$ cat config.mk
export PLATFORM = sky130hd
export DESIGN_NAME = transpad_arb
export DESIGN_NICKNAME = d
export VERILOG_FILES = /design/src/rtl/transpad_arb.sv
export SDC_FILE = /design/constraint.sdc
export NUM_CORES = 1
export LEC_CHECK = 0
export CORE_MARGIN = 1
export CORE_UTILIZATION = 28
export CTS_CLUSTER_DIAMETER = 40
export DETAILED_ROUTE_END_ITERATION = 6
export PLACE_DENSITY_LB_ADDON = 0.3
export SLEW_MARGIN = 20
export SYNTH_ARGS = -nofsm -noshare
export SYNTH_HDL_FRONTEND = slang
export SYNTH_SLANG_ARGS = --single-unit
$ cat constraint.sdc
create_clock -name clk -period 3.12 [get_ports clk]
set_clock_uncertainty 0.15 [all_clocks]
set_input_delay 0.312 -clock clk [delete_from_list [all_inputs] [get_ports clk]]
set_output_delay 0.312 -clock clk [all_outputs]
set_load 0.01 [all_outputs]
$ cat src/rtl/transpad_arb.sv
// transpad_arb: round-robin session arbiter in front of the transpad control unit.
// Optional timeout supervision enabled with `define TRANSPAD_ARB_TMO_EN.
module transpad_arb #(
    parameter int NREQ  = 4,
    parameter int TMO_W = 16
) (
    input  logic             clk,
    input  logic             rstn,
    input  logic [NREQ-1:0]  req,
    input  logic [NREQ-1:0]  rel,
    input  logic             cu_idle,
    input  logic             act,
    input  logic [TMO_W-1:0] tmo_lim,
    output logic             start_req_ok,
    output logic             stop_req,
    output logic [NREQ-1:0]  gnt,
    output logic [NREQ-1:0]  done,
    output logic             tmo_err
);

    localparam int IW = (NREQ > 1) ? $clog2(NREQ) : 1;

    typedef enum logic [2:0] {
        S_IDLE,
        S_START,
        S_RUN,
        S_STOP,
        S_DONE
    } state_t;

    state_t            state_q, state_d;
    logic [NREQ-1:0]   gnt_q, gnt_d;
    logic [IW-1:0]     own_q, own_d;
    logic [IW-1:0]     last_q, last_d;
    logic              busy_q, busy_d;
    logic              start_q, start_d;
    logic              stop_q, stop_d;
    logic [NREQ-1:0]   done_q, done_d;
    logic              tmo_err_q, tmo_err_d;
    logic              tmo_hit;
    logic              win_vld;
    logic [IW-1:0]     win_idx;
    logic [IW-1:0]     cand;

    function automatic logic [IW-1:0] rr_idx(input logic [IW-1:0] base,
                                             input int k);
        return IW'((int'(base) + k) % NREQ);
    endfunction

    // Round-robin pick: first requester after the previous owner, wrapping.
    always_comb begin
        win_vld = 1'b0;
        win_idx = '0;
        cand    = '0;
        for (int k = 1; k <= NREQ; k++) begin
            cand = rr_idx(last_q, k);
            if (!win_vld && req[cand]) begin
                win_vld = 1'b1;
                win_idx = cand;
            end
        end
    end

`ifdef TRANSPAD_ARB_TMO_EN
    logic [TMO_W-1:0] cnt_q, cnt_d;

    // Count act cycles within a session; compare the incremented value so a
    // limit of N stops the session right after the N-th active cycle.
    always_comb begin
        cnt_d = cnt_q;
        if (state_q == S_START) begin
            cnt_d = '0;
        end else if (state_q == S_RUN && act && cnt_q != '1) begin
            cnt_d = cnt_q + 1'b1;
        end
        tmo_hit = (state_q == S_RUN) && (tmo_lim != '0) && (cnt_d >= tmo_lim);
    end

    // Timeout counter register.
    always_ff @(posedge clk or negedge rstn) begin
        if (!rstn) begin
            cnt_q <= '0;
        end else begin
            cnt_q <= cnt_d;
        end
    end
`else
    logic unused_tmo;

    // Without supervision the limit and activity inputs have no effect.
    always_comb begin
        tmo_hit    = 1'b0;
        unused_tmo = ^{tmo_lim, act};
    end
`endif

    // Session sequencing and next values of the registered outputs.
    always_comb begin
        state_d   = state_q;
        gnt_d     = gnt_q;
        own_d     = own_q;
        last_d    = last_q;
        busy_d    = busy_q;
        tmo_err_d = 1'b0;
        unique case (state_q)
            S_IDLE: begin
                if (cu_idle && win_vld) begin
                    state_d = S_START;
                    gnt_d   = NREQ'(1) << win_idx;
                    own_d   = win_idx;
                end
            end
            S_START: begin
                busy_d  = 1'b0;
                state_d = S_RUN;
            end
            S_RUN: begin
                if (!cu_idle) begin
                    busy_d = 1'b1;
                end
                if (cu_idle && busy_q) begin
                    state_d = S_DONE;
                end else if (rel[own_q] || tmo_hit) begin
                    state_d   = S_STOP;
                    tmo_err_d = tmo_hit;
                end
            end
            S_STOP: begin
                if (!cu_idle) begin
                    busy_d = 1'b1;
                end
                if (cu_idle && busy_q) begin
                    state_d = S_DONE;
                end
            end
            S_DONE: begin
                last_d  = own_q;
                gnt_d   = '0;
                state_d = S_IDLE;
            end
            default: begin
                state_d = S_IDLE;
                gnt_d   = '0;
            end
        endcase
        start_d = (state_d == S_START);
        stop_d  = (state_d == S_STOP);
        done_d  = (state_d == S_DONE) ? gnt_d : '0;
    end

    // State and registered outputs; reset clears everything at once.
    always_ff @(posedge clk or negedge rstn) begin
        if (!rstn) begin
            state_q   <= S_IDLE;
            gnt_q     <= '0;
            own_q     <= '0;
            last_q    <= IW'(NREQ - 1);
            busy_q    <= 1'b0;
            start_q   <= 1'b0;
            stop_q    <= 1'b0;
            done_q    <= '0;
            tmo_err_q <= 1'b0;
        end else begin
            state_q   <= state_d;
            gnt_q     <= gnt_d;
            own_q     <= own_d;
            last_q    <= last_d;
            busy_q    <= busy_d;
            start_q   <= start_d;
            stop_q    <= stop_d;
            done_q    <= done_d;
            tmo_err_q <= tmo_err_d;
        end
    end

    assign start_req_ok = start_q;
    assign stop_req     = stop_q;
    assign gnt          = gnt_q;
    assign done         = done_q;
    assign tmo_err      = tmo_err_q;

endmodule

# Word level (Yosys, flattened, before mapping)
# Cells that the tools add are included.
# totals
regBits	18
input_bits	28
out_inout_bits	11
wordCells	68
# op_classes
add_sub_neg	4
magnitude_cmp	5
n_eq_ne	8
shift	1
muxes	28
reduce_logical	14
# op_table
op	n
$lt 2x3->1 const B	5
$mux 3	4
$pmux 3 s4	1
$bmux 1 s2	5
$mux 1	10
$eq 3x2->1 const B	3
$mux 2	4
$mux 4	2
$pmux 4 s2	1
$eq 3x1->1 const B	2
$eq 3x3->1 const B	2
$logic_and 1x1->1	5
$add 2x1->2 const B	2
$add 2x2->2 const B	2
$reduce_and 2->1	2
$shl 1x2->4 const A	1
$logic_not 1->1	3
$logic_not 3->1	1
$reduce_or 3->1	1
$ne 2x2->1 const B	1
$pmux 1 s2	1
$reduce_bool 2->1	1
$reduce_or 2->1	1

# Logic depth before layout (Yosys ltp)
# logic_depth
word_depth	18
depth_mapped	5
depth_no_buf	5

# Worst setup path after synthesis
# OpenSTA, ideal clock, no wires.
# synth_timing
path_type	reg2reg
startpoint	reg last_q[1]
endpoint	reg gnt_q[3] (netlist: gnt[3])
setup_ps	145
arrival_time_ps	1343
t_required_ps	2825
path_slack_ps	1482
path_stages_with_launch	5
n_path_buf	1
period_less_slack_ps	1638
path_cell_list	dfstp_2 > clkbuf_1 > o22ai_1 > a221oi_1 > o32ai_1
# synth_via
elab_chain_len	16
elab_cells_between_ends	30
cone_classes	add/sub (4); shift (1); mux (18); reduce/logical (7)
# synth_lines
element	line	text
from (decl)	34	logic [IW-1:0] last_q, last_d;
from (signal assigned)	157	last_q <= IW'(NREQ - 1);
from (signal assigned)	167	last_q <= last_d;
$add 2x1->2	47	return IW'((int'(base) + k) % NREQ);
$bmux 1 s2	57	if (!win_vld && req[cand]) begin
$mux 1 (implied by the code)	57	
$mux 1	57	
$logic_not 1->1	57	
$logic_and 1x1->1	57	
$mux 1	57	
$logic_not 1->1	57	
$logic_and 1x1->1	57	
$mux 1	57	
$logic_not 1->1	57	
$logic_and 1x1->1	57	
$mux 2 or $mux 1 (tied branches)	57	
$shl 1x2->4 or $logic_and 1x1->1 (tied branches)	109, 107	
$mux 4 *	107	if (cu_idle && win_vld) begin
$pmux 4 s2 *	105	unique case (state_q)
net gnt_d[3]	32	logic [NREQ-1:0] gnt_q, gnt_d;
to (signal assigned)	165	gnt_q <= gnt_d;
to (decl)	32	
# The timed path passes the listed nets; every way through them passes the cells marked *. The select of a mux whose other input is x is not followed.
# A chain may end at the register's enable or synchronous reset.

# Worst setup path after layout
# layout_timing
startpoint	in cu_idle
endpoint	reg gnt_q[0] (netlist: gnt[0])
# layout_via
elab_chain_len	3
# layout_lines
element	line	text
from (decl)	11	input logic cu_idle,
$logic_and 1x1->1	107	
$mux 4	107	
$pmux 4 s2	105	
net gnt_d[0]	32	
# The timed path passes the listed nets, and every way through them passes these cells.

==> impl_metrics.tcl <==
set metrics [dict create \
    ys.flop_type "dfrtp_1" \
    grt_usage_pct 11.7 \
    slew_viol_final 0 \
    grt_pass1_wl_um 2970 \
    synthDistinctLibCells 35 \
    ir_worst_vdd_mv 0.232 \
    p_clk_share_pct 13.4 \
    synth_xor_area_share_pct 0 \
    initial_core_util_pct 30.1 \
    insertion_delay_ns 0.28 \
    period_minus_slack_ns 1.94 \
    ys_warn_count 0 \
    most-common-layout-cells "clkdlybuf4s50_1, dfrtp_1, nand2_1" \
    fmaxAchievable_ghz 0.515 \
    htreeDepth 1 \
    top_level_ports 39 \
    finalWirelength_um 1720 \
    setup_violations 0 \
    tightest_slew_ns 0.773 \
    antenna_found_initial 0 \
    antenna_cells 0 \
    power_leakage_uw 0.000472 \
    die-area_um2 3270 \
    combPwrFrac_pct 39.1 \
    path_clk_slew_ns 0.10 \
    violations "DRC" \
    die_w_um 57.2 \
    path_max_fanout 4 \
    yosys.area_share.simple_pct 19.4 \
    fin_setup_tns_ns 0 \
    final_core_util_pct 39.1 \
    hold_class "input pin to async pin" \
    drtIter0Drc 12 \
    yosysTopAreaCell "dfrtp_1" \
    nets 134 \
    finalHoldViolCount 0 \
    cts_buffers 3 \
    area_growth_pct 29.8 \
    cts_buffer_depth 2 \
    max_cap_viol_count 0 \
    worst_ep_required_time_ns 3.13 \
    criticalPathCategory "input pin to flip-flop" \
    via_per_inst 5.12 \
    synth_nets 111 \
    gp_congestion 0.689 \
    cts.sinks 18 \
    synth-edff-count 0 \
    synth_compound_area_share_pct 15.7 \
    synthMuxAreaShare_pct 6.46 \
    cts_tree "done" \
    rows 19 \
    yosysSeqAreaShare_pct 53.2 \
    drive_gt1_share_pct 10.5 \
    switching_share_pct 35.6 \
    slew_headroom_pct 48.3 \
    cts-root-buf "clkbuf_4" \
    cts_hold_buf 0 \
    post_cts_buffers 0 \
    critPathArrivalTime_ns 1.96 \
    syn-cell-area_um2 852 \
    portBuffers 20 \
    ant_nets 0 \
    crit_path_end_kind "flip-flop" \
    first_global_vias 677 \
    rsz0062_at_grt "no" \
    synth_top_area_share_pct 47.0 \
    wire_per_inst_um 12.6 \
    die_h_um 57.2 \
    cts_resized 0 \
    gr-total-overflow 0 \
    p_switching_uw 305 \
    p_per_area_nw_per_um2 774 \
    synthAdderAreaFrac_pct 0 \
    synth-seq-cells 18 \
    final_common_cell "clkdlybuf4s50_1" \
    syn_avg_cell_area_um2 10.3 \
    grt_max_degree 19 \
    core-area_um2 2830 \
    route.detailed.drc 2 \
    cp-start-kind "input pin" \
    status "finished, violations left" \
    syn_inst 83 \
    hpwl_um 1360 \
    finalCritPeriodShare_pct 62.2 \
    power.internal_uw 551 \
    p_seq_share_pct 47.5 \
    synth_area_leaders "dfrtp_1, dfstp_2, nand2_1" \
    dr.pass1.iters 6 \
    synth_top_family_by_area "simple AND/OR/NAND/NOR gates" \
    synthArstFlopShare_pct 100 \
    vias 696 \
    fillCellCount 299 \
]
==> layout make-up <==
class / count / area (um2) / share of cell area, %
Timing Repair Buffer: 20 / 200 / 18.1
Clock buffer: 4 / 26.3 / 2.38
Inverter: 8 / 30.0 / 2.71
Multi-Input combinational cell: 55 / 358 / 32.4
Sequential cell: 18 / 453 / 41.0
Tap cell: 31 / 38.8 / 3.51
==> critical path: stages <==
cell	delay, ns
clkdlybuf4s50_1	0.52
nor3b_1	0.45
o31ai_1	0.17
o32ai_1	0.39
nor3_1	0.10
==> power groups by stage <==
stage / Combinational, uW / Clock [uW] / Sequential (uW)
floorplan: 207 / 0 / 395
global route: 371 / 131 / 423
finish: 335 / 115 / 407
CTS: 338 / 120 / 407
global placement: 331 / 0 / 407
detailed placement: 336 / 0 / 412
==> Yosys cell counts (2+ instances only) <==
master and number:
nor2b_1 2, o21ai_0 4, mux2_2 2, dfstp_2 2, and2_1 3, nor3_1 2
inv_1 8, o32ai_1 3, dfrtp_1 16, a21oi_1 3, nor2_1 5, nand2_1 10
==> sequential cells by signal (all words and copies together), names as in the netlist <==
register	count
start_req_ok	1
busy_q	1
own_q	2
gnt	4
state_q	3
done	4
last_q	2
stop_req	1
==> kinds of logic after synthesis <==
logic type | after synthesis
and+or+nand+nor | 31
other | 1
buffers and inverters | 10
DFF | 18
AOI/OAI and AO/OA | 19
muxes | 4
==> through the flow <==
stage	setup slack, ns	power [uW]	instances	instance area [um2]	hold WS (ns)
finish	1.18	856	136	1110	0.322
global route	0.912	925	136	1110	0.384
CTS	1.19	864	136	1110	0.356
detailed placement	0.886	748	132	1080	0.370
global placement	0.879	738	132	1080	0.359
floorplan	1.48	602	83	852	-0.134
==> worst paths after layout <==
path | start | slack (ns) | depth (start not counted) | endpoint
setup / recovery | cu_idle | 1.18 | 5 | gnt[0]
hold / removal | rstn | 0.32 | 1 | state_q[2]
setup reg to reg | state_q[1] | 1.27 | 4 | gnt[0]
hold reg to reg | busy_q | 0.39 | 1 | state_q[1]
max in group asynchronous | rstn | 2.01 | 1 | own_q[1]
min in group clk | busy_q | 0.39 | 1 | state_q[1]
==> layer usage <==
metal	track usage, %	wire [um]	part of all wire, %	up-vias
met5	0	0	0	-
met4	5.23	0	0	0
met3	1.59	82	4.8	0
met2	18.0	819	48	20
met1	16.5	818	48	341
li1	-	-	-	335
(Power assumes the default switching activity.)
